$ cat src/rtl/frame_wr_pkg.sv
// Shared types and helpers for the multi-channel frame write scheduler.
package frame_wr_pkg;

    typedef enum logic [1:0] {
        ST_IDLE = 2'd0,
        ST_REQ  = 2'd1,
        ST_DATA = 2'd2
    } state_e;

    localparam int unsigned ADDR_CALC_W = 64;

    function automatic int unsigned clog2(input int unsigned value);
        int unsigned result;
        result = 0;
        while ((32'd1 << result) < value) result++;
        return result;
    endfunction

    // Start address of a transaction; callers truncate to the bus width.
    function automatic logic [ADDR_CALC_W-1:0] calc_addr(
        input logic [ADDR_CALC_W-1:0] base,
        input logic [ADDR_CALC_W-1:0] ch,
        input logic [ADDR_CALC_W-1:0] bidx,
        input logic [ADDR_CALC_W-1:0] offset,
        input logic [ADDR_CALC_W-1:0] frame_size,
        input logic [ADDR_CALC_W-1:0] buf_num
    );
        return base + ch * buf_num * frame_size + bidx * frame_size + offset;
    endfunction

endpackage

$ cat src/rtl/frame_wr_mc_ctrl_rr_arbiter.sv
// Round-robin pick: first requester after the last grant, wrapping modulo N.
module rr_arbiter #(
    parameter int unsigned N  = 2,
    parameter int unsigned GW = 1
) (
    input  logic [N-1:0]  i_req,
    input  logic [GW-1:0] i_last,
    output logic          o_valid_c,
    output logic [GW-1:0] o_grant_c
);

    logic [GW-1:0] w_cand;

    always_comb begin
        o_valid_c = 1'b0;
        o_grant_c = '0;
        w_cand    = '0;
        for (int unsigned i = 1; i <= N; i++) begin
            w_cand = GW'((32'(i_last) + i) % N);
            if (!o_valid_c && i_req[w_cand]) begin
                o_valid_c = 1'b1;
                o_grant_c = w_cand;
            end
        end
    end

endmodule

$ cat src/rtl/frame_wr_mc_ctrl.sv
// Multi-channel frame write scheduler: arbitrates per-channel FIFOs onto one
// mbus write port, each channel writing into its own ring of frame buffers.
module frame_wr_mc_ctrl
    import frame_wr_pkg::*;
#(
    parameter int unsigned MEM_DQ_WIDTH    = 16,
    parameter int unsigned BURST_LENGTH    = 8,
    parameter int unsigned CTRL_ADDR_WIDTH = 28,
    parameter int unsigned CH_NUM          = 2,
    parameter int unsigned LVL_WIDTH       = 10,
    parameter int unsigned BURST_NUM       = 15,
    parameter int unsigned ADDR_STEP       = 128,
    parameter int unsigned FRAME_SIZE      = 32'h0020_0000,
    parameter int unsigned FRAME_BUF_NUM   = 3,
    parameter int unsigned START_ADDRESS   = 0,
    localparam int unsigned W  = MEM_DQ_WIDTH * BURST_LENGTH,
    localparam int unsigned BW = clog2(FRAME_BUF_NUM)
) (
    input  logic                          i_axi_aclk,
    input  logic                          i_rst,
    input  logic [CH_NUM-1:0]             i_frame_start,
    input  logic [CH_NUM*LVL_WIDTH-1:0]   i_fifo_level,
    input  logic [CH_NUM*W-1:0]           i_fifo_rdata,
    output logic [CH_NUM-1:0]             o_fifo_rd_en,
    output logic [CH_NUM-1:0]             o_fifo_rd_rst,
    input  logic                          i_mbus_wdata_rq,
    input  logic                          i_mbus_wbusy,
    input  logic                          i_mbus_wsel,
    output logic                          o_mbus_wrq,
    output logic [CTRL_ADDR_WIDTH-1:0]    o_mbus_waddr,
    output logic [W-1:0]                  o_mbus_wdata,
    output logic                          o_mbus_wready,
    output logic [CH_NUM-1:0]             o_frame_done,
    output logic [CH_NUM*BW-1:0]          o_done_buf,
    output logic [CH_NUM-1:0]             o_overflow
);

    localparam int unsigned GW  = (CH_NUM > 1) ? clog2(CH_NUM) : 1;
    localparam int unsigned CAW = CTRL_ADDR_WIDTH;
    localparam int unsigned OW  = CAW + 1;

    state_e          r_state, w_state_nxt;
    logic [GW-1:0]   r_grant, w_grant_nxt;
    logic            r_wrq, w_wrq_nxt;
    logic            r_wready, w_wready_nxt;
    logic [CAW-1:0]  r_waddr, w_waddr_nxt;
    logic            r_busy_d;
    logic            w_busy_fall;
    logic            w_arb_valid;
    logic [GW-1:0]   w_arb_grant;
    logic [CH_NUM-1:0] w_elig;
    logic [CAW-1:0]  w_offset [CH_NUM];
    logic [BW-1:0]   w_wr_buf [CH_NUM];
    logic [W-1:0]    w_rdata  [CH_NUM];

    assign w_busy_fall = (r_state == ST_DATA) && r_busy_d && !i_mbus_wbusy;

    rr_arbiter #(
        .N  (CH_NUM),
        .GW (GW)
    ) u_arb (
        .i_req     (w_elig),
        .i_last    (r_grant),
        .o_valid_c (w_arb_valid),
        .o_grant_c (w_arb_grant)
    );

    genvar c;
    generate
        for (c = 0; c < CH_NUM; c++) begin : gen_ch
            logic            r_active, r_pending, r_overflow, r_done, r_rd_rst;
            logic [BW-1:0]   r_wr_buf, r_done_buf;
            logic [CAW-1:0]  r_offset;
            logic [OW-1:0]   w_next_off;
            logic [CAW-1:0]  w_off_upd;
            logic            w_lvl_ok, w_fits, w_granted, w_end, w_apply;

            assign w_next_off = {1'b0, r_offset} + OW'(ADDR_STEP);
            assign w_fits     = w_next_off <= OW'(FRAME_SIZE);
            assign w_lvl_ok   = i_fifo_level[c*LVL_WIDTH +: LVL_WIDTH] >= LVL_WIDTH'(BURST_NUM);
            assign w_granted  = (r_state != ST_IDLE) && (r_grant == GW'(c));
            assign w_end      = w_busy_fall && (r_grant == GW'(c));
            // A start on the busy channel waits for its transaction to finish.
            assign w_apply    = (i_frame_start[c] && !w_granted) ||
                                (w_end && (r_pending || i_frame_start[c]));
            assign w_off_upd  = w_end ? w_next_off[CAW-1:0] : r_offset;

            // A channel starting a frame this cycle sits out one arbitration round.
            assign w_elig[c]   = r_active && w_lvl_ok && w_fits && !i_frame_start[c];
            assign w_offset[c] = r_offset;
            assign w_wr_buf[c] = r_wr_buf;
            assign w_rdata[c]  = i_fifo_rdata[c*W +: W];

            assign o_frame_done[c]        = r_done;
            assign o_fifo_rd_rst[c]       = r_rd_rst;
            assign o_overflow[c]          = r_overflow;
            assign o_done_buf[c*BW +: BW] = r_done_buf;

            always_ff @(posedge i_axi_aclk or posedge i_rst) begin
                if (i_rst) begin
                    r_active   <= 1'b0;
                    r_pending  <= 1'b0;
                    r_overflow <= 1'b0;
                    r_done     <= 1'b0;
                    r_rd_rst   <= 1'b0;
                    r_wr_buf   <= '0;
                    r_done_buf <= '0;
                    r_offset   <= '0;
                end else begin
                    r_done   <= 1'b0;
                    r_rd_rst <= 1'b0;
                    if (w_end)
                        r_offset <= w_next_off[CAW-1:0];
                    if (i_frame_start[c] && w_granted && !w_end)
                        r_pending <= 1'b1;
                    if (r_active && w_lvl_ok && !w_fits)
                        r_overflow <= 1'b1;
                    if (w_apply) begin
                        r_pending  <= 1'b0;
                        r_active   <= 1'b1;
                        r_offset   <= '0;
                        r_overflow <= 1'b0;
                        r_rd_rst   <= 1'b1;
                        // Empty frames do not retire a buffer.
                        if (w_off_upd != '0) begin
                            r_done     <= 1'b1;
                            r_done_buf <= r_wr_buf;
                            r_wr_buf   <= (r_wr_buf == BW'(FRAME_BUF_NUM - 1)) ? '0 : r_wr_buf + BW'(1);
                        end
                    end
                end
            end
        end
    endgenerate

    always_ff @(posedge i_axi_aclk or posedge i_rst) begin
        if (i_rst) begin
            r_state  <= ST_IDLE;
            r_grant  <= '0;
            r_wrq    <= 1'b0;
            r_wready <= 1'b0;
            r_waddr  <= '0;
            r_busy_d <= 1'b0;
        end else begin
            r_state  <= w_state_nxt;
            r_grant  <= w_grant_nxt;
            r_wrq    <= w_wrq_nxt;
            r_wready <= w_wready_nxt;
            r_waddr  <= w_waddr_nxt;
            r_busy_d <= i_mbus_wbusy;
        end
    end

    always_comb begin
        w_state_nxt  = r_state;
        w_grant_nxt  = r_grant;
        w_wrq_nxt    = r_wrq;
        w_wready_nxt = r_wready;
        w_waddr_nxt  = r_waddr;
        case (r_state)
            ST_IDLE: begin
                if (w_arb_valid) begin
                    w_state_nxt  = ST_REQ;
                    w_grant_nxt  = w_arb_grant;
                    w_wrq_nxt    = 1'b1;
                    w_wready_nxt = 1'b1;
                    w_waddr_nxt  = CAW'(calc_addr(ADDR_CALC_W'(START_ADDRESS),
                                                  ADDR_CALC_W'(w_arb_grant),
                                                  ADDR_CALC_W'(w_wr_buf[w_arb_grant]),
                                                  ADDR_CALC_W'(w_offset[w_arb_grant]),
                                                  ADDR_CALC_W'(FRAME_SIZE),
                                                  ADDR_CALC_W'(FRAME_BUF_NUM)));
                end
            end
            ST_REQ: begin
                if (i_mbus_wsel) begin
                    w_state_nxt = ST_DATA;
                    w_wrq_nxt   = 1'b0;
                end
            end
            ST_DATA: begin
                if (w_busy_fall) begin
                    w_state_nxt  = ST_IDLE;
                    w_wready_nxt = 1'b0;
                end
            end
            default: w_state_nxt = ST_IDLE;
        endcase
    end

    // Data path follows the controller's word requests with no added latency.
    always_comb begin
        o_fifo_rd_en = '0;
        o_mbus_wdata = '0;
        if (r_state == ST_DATA) begin
            o_fifo_rd_en[r_grant] = i_mbus_wdata_rq;
            o_mbus_wdata          = w_rdata[r_grant];
        end
    end

    assign o_mbus_wrq    = r_wrq;
    assign o_mbus_wready = r_wready;
    assign o_mbus_waddr  = r_waddr;

endmodule
$ cat config.mk
export PLATFORM = sky130hd
export DESIGN_NAME = frame_wr_mc_ctrl
export DESIGN_NICKNAME = d
export VERILOG_FILES = /design/src/rtl/frame_wr_pkg.sv /design/src/rtl/frame_wr_mc_ctrl_rr_arbiter.sv /design/src/rtl/frame_wr_mc_ctrl.sv
export SDC_FILE = /design/constraint.sdc
export NUM_CORES = 1
export LEC_CHECK = 0
export ABC_CLOCK_PERIOD_IN_PS = 11100
export BUFFER_PORTS_ARGS = -buffer_cell sky130_fd_sc_hd__buf_2
export CORE_MARGIN = 5
export CORE_UTILIZATION = 27
export DETAILED_ROUTE_END_ITERATION = 10
export GPL_ROUTABILITY_DRIVEN = 1
export PLACE_DENSITY = 0.66
export SETUP_SLACK_MARGIN = 0.2
export SKIP_CTS_REPAIR_TIMING = 1
export SYNTH_ARGS = -nofsm -noshare
export SYNTH_HDL_FRONTEND = slang
export SYNTH_HIERARCHICAL = 1
export SYNTH_SLANG_ARGS = --single-unit
$ cat constraint.sdc
create_clock -name i_axi_aclk -period 11.1 [get_ports i_axi_aclk]
set_clock_uncertainty 0.2 [all_clocks]
set_input_delay 2.22 -clock i_axi_aclk [delete_from_list [all_inputs] [get_ports i_axi_aclk]]
set_output_delay 2.22 -clock i_axi_aclk [all_outputs]
set_load 0.03 [all_outputs]
==> impl_metrics.toml, run 1 <==
[status]
outcome = "complete, no violations"

[global_route]
grt_overflow_total = 0
antenna_found_initial = 54
grt_pass1_wl_um = 58900
global_route.usage.total_pct = 26.08
grt_max_degree = 86
number_of_global_route_vias_before_repair = 7867

[die]
die_area_sq_um = 32070
row_count = 62
die-height_um = 179.1
boundaryPins = 453
die_width_um = 179.1
starting_density_of_the_core_pct = 27.12
fp.coreArea_sq_um = 28470

[placement]
portBuffers = 445
dp_hpwl_um = 37810
final_estimated_routing_congestion_in_global_placement = 0.9531

[clocking]
clk_pin_slew_worst_paths_ps = 70
tritoncts_clock_tree = "yes"
clock_tree.root_cell = "clkbuf_16"
number_of_levels_the_h_tree_was_split_into = 3
cts-buffers-inserted = 9
clkLatencyLatePin_ps = 360
num_clock_sinks = 87
max-clock-path-buffers = 2

[timing]
peak_freq_ghz = 0.1689
finalHoldViolCount = 0
setup_viol_count_final = 0
worst-slew-pin-transition_ps = 1041
finalCriticalPeriod_ps = 5922
timing.max_slew.rel_slack_pct = 30.01
report.final.slew_viol_count = 0
unrepaired_setup_endpoints_after_global_routing = "no"
final_min_period_over_clock_period_pct = 53.35
finalSetupTns_ps = 0

[routing]
viasPerCell = 5.096
drc_errors = 0
drt-wirelength-per-cell_um = 25.45
detailed_router_s_first_iteration_violation_count = 641
vias = 8800
routed_wirelength_um = 43940
drtPass1Iterations = 5
detail-route-antenna-nets = 0

[layout]
fillCellCount = 3092
layout.core_utilization_pct = 36.59
final_layout_size_suffix_gt1_share_pct = 38.28
area.sequential_sq_um = 2181
area_delta_synth_final_pct = 34.93
multi_input_comb_area_sq_um = 5077
fin_nets = 1620

[critical_path]
setup.worst_path.class = "reg2reg"
cp.arrival_ps = 5990
timing.reg2reg.setup_slack_ps = 5180
worst-endpoint-required_ps = 11170
startpoint_type = "register"
worst-path-max-fanout = 29
kind_of_end_point_of_the_critical_path = "register"

[yosys]
yosysSeqAreaShare_pct = 28.20
yosys_register_bits = 87
synth-async-reset-ratio_pct = 100.0
yosys_warnings = 6
syn_inst = 954
mappedNetlistArea_sq_um = 7720
yosys.cell_types.count = 86
synthFlopType = "dfrtp_1"
synth_edf_count = 0
post_synth.cell_area_avg_sq_um = 8.092

[power]
leakage_nw = 5.231
relative_contribution_of_the_clock_network_to_total_power_pct = 16.5
switching_share_pct = 51.29
internal_power_uw = 961.2
total_switching_power_mw = 1.012
pwr-share-comb_pct = 59.6
irDropWorstVdd_mv = 0.1042
p_per_area_nw_per_um2 = 189.4
p_seq_share_pct = 23.9

[hold_path]
hold_class = "reg2reg"

[flow_run]
maxCapViolations = 0
cells in the mapped netlist, types with 3 or more instances:
cell type / n / area (sq um)
dfrtp_1: 87 / 2177
mux2i_1: 149 / 1491
a21oi_1: 33 / 165.2
xnor2_1: 28 / 245.2
nand2b_1: 4 / 25.02
a211oi_1: 7 / 52.55
a21o_1: 4 / 30.03
nand4_1: 19 / 118.9
o21ai_0: 21 / 105.1
inv_1: 15 / 56.30
nor2b_1: 6 / 37.54
and4_1: 6 / 52.55
and2_1: 3 / 18.77
xor2_1: 22 / 192.7
and3_1: 11 / 68.82
ha_1: 6 / 75.07
mux2_2: 10 / 112.6
nand2_1: 53 / 198.9
buf_1: 15 / 56.30
nor2_1: 218 / 818.3
nor3_1: 21 / 105.1
nor4_2: 4 / 50.05
or2_2: 4 / 25.02
buf_4: 18 / 135.1
or4_1: 3 / 22.52
or3_1: 6 / 37.54
nand4_2: 3 / 37.54
nor4_1: 13 / 81.33
nor3b_1: 3 / 22.52
clkbuf_1: 42 / 157.7
o21a_1: 4 / 30.03
a21boi_0: 3 / 22.52
o211ai_1: 4 / 30.03
nand3_1: 27 / 135.1
buf_2: 17 / 85.08
mux2_1: 4 / 45.04
nand3b_1: 3 / 22.52
nor4b_1: 3 / 26.28
cells in the final DEF (no fill, tap or decap), types with 4 or more instances in the layout:
cell | synthesis | routed
nor2b_1 | 6 | 6
dfrtp_1 | 87 | 86
xor2_1 | 22 | 22
nand3_1 | 27 | 27
o211ai_1 | 4 | 4
o21ai_0 | 21 | 21
mux2i_1 | 149 | 149
nand2_1 | 53 | 53
mux2_1 | 4 | 4
or2_2 | 4 | 4
nor4_1 | 13 | 13
a21oi_1 | 33 | 33
and3_1 | 11 | 11
inv_1 | 15 | 14
a21o_1 | 4 | 4
conb_1 | 1 | 7
ha_1 | 6 | 6
nor4_2 | 4 | 4
o21a_1 | 4 | 4
buf_4 | 18 | 8
nor3_1 | 21 | 21
and4_1 | 6 | 6
a211oi_1 | 7 | 7
clkbuf_1 | 42 | 4
clkbuf_16 | 0 | 9
nand4_1 | 19 | 19
buf_2 | 17 | 445
diode_2 | 0 | 8
mux2_2 | 10 | 10
nor2_1 | 218 | 218
xnor2_1 | 28 | 28
or3_1 | 6 | 6
final timing paths:
path | start | endpoint | cells past startpoint
min reg2reg | o_mbus_waddr[25] | o_mbus_waddr[25] | 2
max reg2reg | gen_ch[0].r_offset[7] | o_mbus_waddr[26] | 19
min | o_mbus_waddr[25] | o_mbus_waddr[25] | 2
min in group asynchronous | i_rst | gen_ch[0].r_rd_rst | 2
max in group asynchronous | i_rst | r_grant | 3
max | gen_ch[0].r_offset[7] | o_mbus_waddr[26] | 19
metrics by stage:
step	total power, mW	hold WS (ps)	instances	worst slack (ps)	cell area, sq um
floorplan	1.271	239.4	960	5542	7742
global placement	1.646	251.4	1703	5299	10090
detailed placement	1.660	256.1	1703	5241	10090
CTS	1.988	272.6	1719	5235	10400
global route	2.075	282.1	1722	4726	10400
finish	1.973	274.7	1727	5178	10420
registers in the layout, summed over array words and instances, names as in the netlist:
register           count
gen_ch.r_rd_rst        2
o_mbus_wrq             1
o_mbus_wready          1
r_state                2
gen_ch.r_offset       42
gen_ch.r_pending       2
r_grant                1
gen_ch.r_done          2
r_busy_d               1
o_mbus_waddr          21
gen_ch.r_wr_buf        4
gen_ch.r_active        2
gen_ch.r_done_buf      4
gen_ch.r_overflow      2
layout make-up:
class	count	area share [%]
clock inverter	3	0.6607
inverter	16	0.5886
sequential	87	20.94
clock buffer	13	2.306
multi-input combinational	763	48.74
timing repair buffer	453	21.96
antenna	8	0.1922
tap	384	4.613
power by group through the flow:
stage / registers [mW] / clock network [mW] / logic [mW]
2_1_floorplan: 0.508 / 0 / 0.763
3_3_place_gp: 0.475 / 0 / 1.17
3_5_place_dp: 0.479 / 0 / 1.18
4_1_cts: 0.472 / 0.331 / 1.18
5_1_grt: 0.484 / 0.346 / 1.24
6_report: 0.472 / 0.325 / 1.18
critical path: stages (launching register included):
cell	delay, ps
dfrtp_1	470
ha_1	400
nand4_2	210
nor4_2	950
mux2_2	420
o22a_1	170
o31ai_1	280
nand2_1	100
nor3_1	350
a21boi_2	90
buf_4	290
mux2_2	320
ha_1	270
ha_1	160
inv_1	60
fa_1	410
or3_1	360
nand3_1	80
o21ai_0	70
o21ai_0	170
kinds of logic (layout without fill, tap and decap cells):
group | count (synthesis) | in the layout | share of synthesized area, %
xor+xnor | 50 | 50 | 5.673
simple gates | 425 | 425 | 26.95
compound gates | 110 | 110 | 9.806
flops | 87 | 87 | 28.20
buf+inv | 110 | 485 | 6.531
fa+ha+maj | 7 | 7 | 1.232
mux | 164 | 164 | 21.56
other cells | 1 | 15 | 0.04858
routing by layer:
| metal | up-vias | GRT usage (%) | part of all wire, % |
|---|---|---|---|
| met5 | - | 0 | 0.57 |
| met4 | 38 | 6.062 | 2.2 |
| met3 | 95 | 7.992 | 8.4 |
| met2 | 403 | 42.84 | 48 |
| met1 | 4184 | 33.69 | 41 |
| li1 | 4080 | - | - |
No activity file was read; power rests on OpenSTA's default activity.
==> run 2: changes to the inputs <==
- ABC_AREA: default -> 1
- ABC_CLOCK_PERIOD_IN_PS: 11100 -> 5000
- PLACE_DENSITY: 0.66 -> 0.69
- clock period: 11.1 -> 5 ns (I/O delays scaled with it)
==> run 2 against run 1 <==
Clock power is 110% higher; critical path type unchanged; hold slack worse by 11 ps; first-iteration DRC count is 41% higher; highest routed layer unchanged; utilization is 1.1 points higher; routed wire length is 8.1% lower; total power grew to 2.6 times the previous value; cell count is 17% higher; non-clock buffer count is 5 higher; setup slack worse by 4600 ps; sequential power is 140% higher; fmax is 33% higher; largest power group unchanged.
==> impl_metrics.toml, run 2 <==
[die]
die_width_um = 174.7
fp.coreArea_sq_um = 26800
die-height_um = 174.7
boundaryPins = 453
row_count = 60
die_area_sq_um = 30520
starting_density_of_the_core_pct = 27.32

[timing]
setup_viol_count_final = 0
worst-slew-pin-transition_ps = 985.7
timing.max_slew.rel_slack_pct = 34.29
finalHoldViolCount = 0
peak_freq_ghz = 0.2254
final_min_period_over_clock_period_pct = 88.73
report.final.slew_viol_count = 0
final.setup.worst_slack_ps = 563.3
finalCriticalPeriod_ps = 4437
finalSetupTns_ps = 0
unrepaired_setup_endpoints_after_global_routing = "yes"

[routing]
drc_errors = 0
drt-wirelength-per-cell_um = 20.03
viasPerCell = 4.825
vias = 9733
detailed_router_s_first_iteration_violation_count = 906
detail-route-antenna-nets = 0
routed_wirelength_um = 40400
drtPass1Iterations = 5

[flow_run]
maxCapViolations = 0

[power]
leakage_nw = 5.619
total_power_mw = 5.046
irDropWorstVdd_mv = 0.2001
p_per_area_nw_per_um2 = 499.7

[critical_path]
cp_top_family = "simple AND/OR/NAND/NOR gates"
slowest_stage_cell_cp = "dfrtp_1"
worst-path-max-fanout = 15
slowest_delay_ps = 420
kind_of_end_point_of_the_critical_path = "register"
critPathMostFrequentCell = "nand2_1"
startpoint_type = "register"
cp.arrival_ps = 4460
critical_path_cell_sequence = "ha_1 > nand2_1 > nor2_2 > nand2_1 > o21ai_0 > nand2_1 > nor2_1 > nand4_1 > nor2_1 > nand2_1 > nor3b_2 > inv_1 > a21oi_2 > clkinv_1 > buf_4 > nand2_1 > nand2_1 > ha_1 > ha_1 > inv_1 > fa_1 > nor3_1 > xnor2_1 > o21ai_0"
timing.critical_path.buf_inv = 4
setup.worst_path.class = "reg2reg"
worst-endpoint-required_ps = 5020

[global_route]
number_of_global_route_vias_before_repair = 9307
global_route.usage.total_pct = 25.35
grt_max_degree = 92
grt_overflow_total = 0
antenna_found_initial = 17
grt_pass1_wl_um = 58670

[clocking]
number_of_levels_the_h_tree_was_split_into = 3
clk_pin_slew_worst_paths_ps = 60
tritoncts_clock_tree = "yes"
max-clock-path-buffers = 2
clock_tree.root_cell = "clkbuf_16"
cts-buffers-inserted = 9
clkLatencyLatePin_ps = 360
num_clock_sinks = 87

[yosys]
synth.cells.most_frequent = "nand2_1 (549), a21oi_1 (150), nor2_1 (120), dfrtp_1 (87), inv_1 (83)"
post_synth.cell_area_avg_sq_um = 5.794
post-synth-top-area-fraction_pct = 29.73
mappedNetlistArea_sq_um = 7323
yosys.cell_types.count = 36
yosys_warnings = 6
post-synth-top-count-cell = "nand2_1"
synth_top_cells_by_area = "dfrtp_1 (30%), nand2_1 (28%), a21oi_1 (10%)"
syn_inst = 1264
synth_edf_count = 0
synth-async-reset-ratio_pct = 100.0
yosys_register_bits = 87
post-synth-top-area-cell = "dfrtp_1"
yosysSeqAreaShare_pct = 29.73
synthFlopType = "dfrtp_1"

[status]
outcome = "complete, no violations"

[layout]
layout.core_utilization_pct = 37.68
layout.cells.most_common_list = "nand2_1 (549), buf_2 (445), a21oi_1 (148)"
final_layout_size_suffix_gt1_share_pct = 30.52
post-route-cell-area_sq_um = 10100
area.sequential_sq_um = 2182
fillCellCount = 2963
mostFrequentLayoutCell = "nand2_1"
fin_nets = 1953
multi_input_comb_area_sq_um = 4493
largest_register_ff_count = 42
area_delta_synth_final_pct = 37.89
largest_register = "gen_ch.r_offset"

[placement]
final_estimated_routing_congestion_in_global_placement = 1.004
dp_hpwl_um = 34280
place_worst_setup_slack_ps = 485.2
portBuffers = 445
place_area_sq_um = 9763

[hold_path]
hold_class = "reg2reg"
## run 2: cell types whose count changed in the layout (fill, tap and decap cells not counted), moves of 11 or more
| cell | before | now |
|---|---|---|
| inv_1 | 14 | 82 |
| nor3_1 | 21 | 7 |
| mux2i_1 | 149 | 0 |
| nor2_1 | 218 | 119 |
| nand2_1 | 53 | 549 |
| and3_1 | 11 | 0 |
| xor2_1 | 22 | 6 |
| a31oi_1 | 2 | 16 |
| o21ai_0 | 21 | 35 |
| a21oi_1 | 33 | 148 |
| nand3_1 | 27 | 65 |
| xnor2_1 | 28 | 2 |
## run 2: worst paths after layout
kind / startpoint / endpoint / slack [ps] / cells past startpoint
hold / removal: gen_ch[1].r_done_buf[0] / gen_ch[1].r_done_buf[0] / 260 / 2
setup reg to reg: gen_ch[1].r_offset[8] / o_mbus_waddr[26] / 560 / 24
max in group asynchronous: i_rst / gen_ch[1].r_offset[7] / 3290 / 3
setup / recovery: gen_ch[1].r_offset[8] / o_mbus_waddr[26] / 560 / 24
hold reg to reg: gen_ch[1].r_done_buf[0] / gen_ch[1].r_done_buf[0] / 260 / 2
min in group asynchronous: i_rst / gen_ch[1].r_offset[20] / 470 / 2
## run 2: routing by layer
layer  share of wire [%]  vias to the layer above  global-route usage (%)
met3                 8.1                       62                   8.265
met5                0.33                        -                       0
li1                    -                     4813                       -
met2                  46                      360                   40.09
met4                 2.3                       20                   5.794
met1                  44                     4478                   33.83
## run 2: layout make-up
type / instances / area share, %
clock inverters: 6 / 0.6815
diodes: 8 / 0.1982
clock buffers: 10 / 2.267
well taps: 341 / 4.225
flip-flops and latches: 87 / 21.61
inverters: 89 / 3.345
repair buffers: 458 / 23.18
multi-input cells: 1018 / 44.49
## run 2: logic make-up after synthesis
logic type	count (synthesis)	share of synthesized area, %
other	1	0.05121
and+or+nand+nor	785	43.50
DFF	87	29.73
AOI/OAI and AO/OA	211	14.90
xor gates and xnor gates	8	0.9568
buffers and inverters	165	9.568
adders and majority gates	7	1.298
## run 2: metrics by stage
stage,std cells,hold slack [ps]
3_5_place_dp,1993,253.2
3_3_place_gp,1993,249.9
6_report,2017,263.8
5_1_grt,2013,289.5
2_1_floorplan,1270,220.9
4_1_cts,2009,269.6
## run 2: where the power goes
part           switching [mW]  total (mW)  internal (mW)
clock                   0.298       0.687          0.389
combinational            2.38        3.23          0.853
sequential              0.221        1.13          0.907
## run 2: worst register-to-register path: stages (launching register included)
cell and delay (ps):
dfrtp_1 420, ha_1 220, nand2_1 110, nor2_2 200
nand2_1 130, o21ai_0 240, nand2_1 80, nor2_1 100
nand4_1 90, nor2_1 90, nand2_1 90, nor3b_2 240
inv_1 80, a21oi_2 150, clkinv_1 140, buf_4 210
nand2_1 70, nand2_1 50, ha_1 270, ha_1 170
inv_1 60, fa_1 410, nor3_1 250, xnor2_1 150
o21ai_0 90
==> run 3: changes to the inputs <==
- ABC_AREA: 1 -> default
- CELL_PAD_IN_SITES_DETAIL_PLACEMENT: default -> 1
- CELL_PAD_IN_SITES_GLOBAL_PLACEMENT: default -> 1
- PLACE_DENSITY: 0.69 -> 0.88
- TNS_END_PERCENT: default -> 5
==> run 3 against run 2 <==
Setup slack got worse by 190 ps; flip-flop and latch count unchanged; routed wire length increased by 16%; fmax decreased by 4.0%.
==> impl_metrics.toml, run 3 (same netlist as run 1, synthesis figures left out) <==
[status]
outcome = "complete, no violations"

[timing]
finalHoldViolCount = 0
final_min_period_over_clock_period_pct = 92.44
finalCriticalPeriod_ps = 4622
setup_viol_count_final = 0
report.final.slew_viol_count = 0
final.setup.worst_slack_ps = 377.8
timing.max_slew.rel_slack_pct = 22.00
unrepaired_setup_endpoints_after_global_routing = "no"
worst-slew-pin-transition_ps = 1170
peak_freq_ghz = 0.2163

[global_route]
number_of_global_route_vias_before_repair = 9375
antenna_found_initial = 58
globalRoute.busiestLayer = "met2"
grt_overflow_total = 0
met3_grt_util_pct = 15.23
use_met2_pct = 43.20
global_route.usage.total_pct = 27.87
met1_usage_pct = 29.73
grt_pass1_wl_um = 63920
grt_max_degree = 102

[clocking]
max-clock-path-buffers = 2
tritoncts_clock_tree = "yes"
number_of_levels_the_h_tree_was_split_into = 3
cts-buffers-inserted = 9
clkLatencyLatePin_ps = 360
clock_tree.root_cell = "clkbuf_16"
num_clock_sinks = 87
clk_pin_slew_worst_paths_ps = 70

[power]
leakage_nw = 5.553
p_seq_share_pct = 22.2
total_switching_power_mw = 2.281
irDropWorstVdd_mv = 0.2238
total_power_mw = 4.489
relative_contribution_of_the_clock_network_to_total_power_pct = 18.0
switching_share_pct = 50.81
p_per_area_nw_per_um2 = 407.9
internal_power_mw = 2.208
pwr-share-comb_pct = 59.8

[critical_path]
slowest_stage_cell_cp = "or4_4"
cp.arrival_ps = 4700
kind_of_end_point_of_the_critical_path = "register"
timing.reg2reg.setup_slack_ps = 380
critical_path_depth = 16
worstSetupStartpoint = "gen_ch[1].r_offset[23]"
slowest_delay_ps = 560
reg2regPathDepth = 16
worst-endpoint-required_ps = 5070
reg_to_reg_critical_path_endpoint = "o_mbus_waddr[26]"
timing.critical_path.buf_inv = 1
startpoint_type = "register"
cp_top_family = "simple AND/OR/NAND/NOR gates"
critical_path_cell_sequence = "nand3_2 > or4_4 > or3b_4 > a2111oi_4 > o21ai_1 > nor3_2 > a21boi_4 > mux2_2 > ha_1 > ha_1 > inv_1 > fa_2 > or3_1 > nand3_1 > o21ai_0 > o21ai_1"
critical_path.endpoint = "o_mbus_waddr[26]"
setup.worst_path.class = "reg2reg"
worst-path-max-fanout = 6
r2r-start = "gen_ch[1].r_offset[23]"

[layout]
post-route-cell-area_sq_um = 11000
multi_input_comb_area_sq_um = 5186
layout.cells.most_common_list = "buf_2 (445), nor2_1 (218), mux2i_1 (149)"
mostFrequentLayoutCell = "buf_2"
area_delta_synth_final_pct = 42.54
largest_register_ff_count = 42
largest_register = "gen_ch.r_offset"
area.sequential_sq_um = 2190
final_layout_size_suffix_gt1_share_pct = 42.29
fin_nets = 1673
fillCellCount = 3595
layout.core_utilization_pct = 38.65

[placement]
place_worst_setup_slack_ps = 5.670
dp_hpwl_um = 39800
final_estimated_routing_congestion_in_global_placement = 0.9525
place_area_sq_um = 10460
portBuffers = 445

[hold_path]
hold_class = "reg2reg"

[flow_run]
maxCapViolations = 0

[routing]
viasPerCell = 5.137
drt-wirelength-per-cell_um = 26.25
vias = 9210
detailed_router_s_first_iteration_violation_count = 563
routed_wirelength_um = 47060
drc_errors = 0
detail-route-antenna-nets = 0
drtPass1Iterations = 5

[die]
starting_density_of_the_core_pct = 27.12
die_area_sq_um = 32070
boundaryPins = 453
die-height_um = 179.1
row_count = 62
die_width_um = 179.1
fp.coreArea_sq_um = 28470
run 3: worst min-delay path by stage:
stage / from / endpoint / depth (start not counted)
4_1_cts: gen_ch[0].r_active / gen_ch[0].r_active / 1
2_1_floorplan: gen_ch[0].r_active / gen_ch[0].r_active / 1
6_report: gen_ch[1].r_active / gen_ch[1].r_active / 1
3_5_place_dp: gen_ch[0].r_active / gen_ch[0].r_active / 1
5_1_grt: gen_ch[1].r_active / gen_ch[1].r_active / 1
3_3_place_gp: gen_ch[0].r_active / gen_ch[0].r_active / 1
run 3: per-stage QoR:
step | hold slack [ps] | cells | TNS, ps
detailed placement | 255.5 | 1752 | 0
global placement | 250.9 | 1752 | 0
global route | 293.5 | 1782 | 0
CTS | 286.3 | 1768 | -33.40
finish | 279.1 | 1793 | 0
floorplan | 239.4 | 960 | 0
run 3: cell type report:
class | instances | area share, %
Clock inverter | 6 | 1.057
Antenna cell | 21 | 0.4775
Multi-Input combinational cell | 763 | 47.13
Sequential cell | 87 | 19.90
Clock buffer | 10 | 2.081
Timing Repair Buffer | 506 | 24.43
Tap cell | 384 | 4.366
Inverter | 16 | 0.5571
run 3: metal layers:
metal,wire (um),part of all wire (%),vias up
met4,2653,5.6,40
met3,5699,12,143
met5,212,0.45,-
met1,16370,35,4439
met2,22130,47,387
li1,-,-,4201
run 3: power groups by stage:
stage,Sequential [mW],Clock [mW],Combinational [mW]
after floorplan,1.13,0,1.70
after global placement,0.998,0,2.62
after detailed placement,1.01,0,2.68
after CTS,0.994,0.817,2.69
after global routing,1.01,0.842,2.85
final,0.995,0.808,2.69
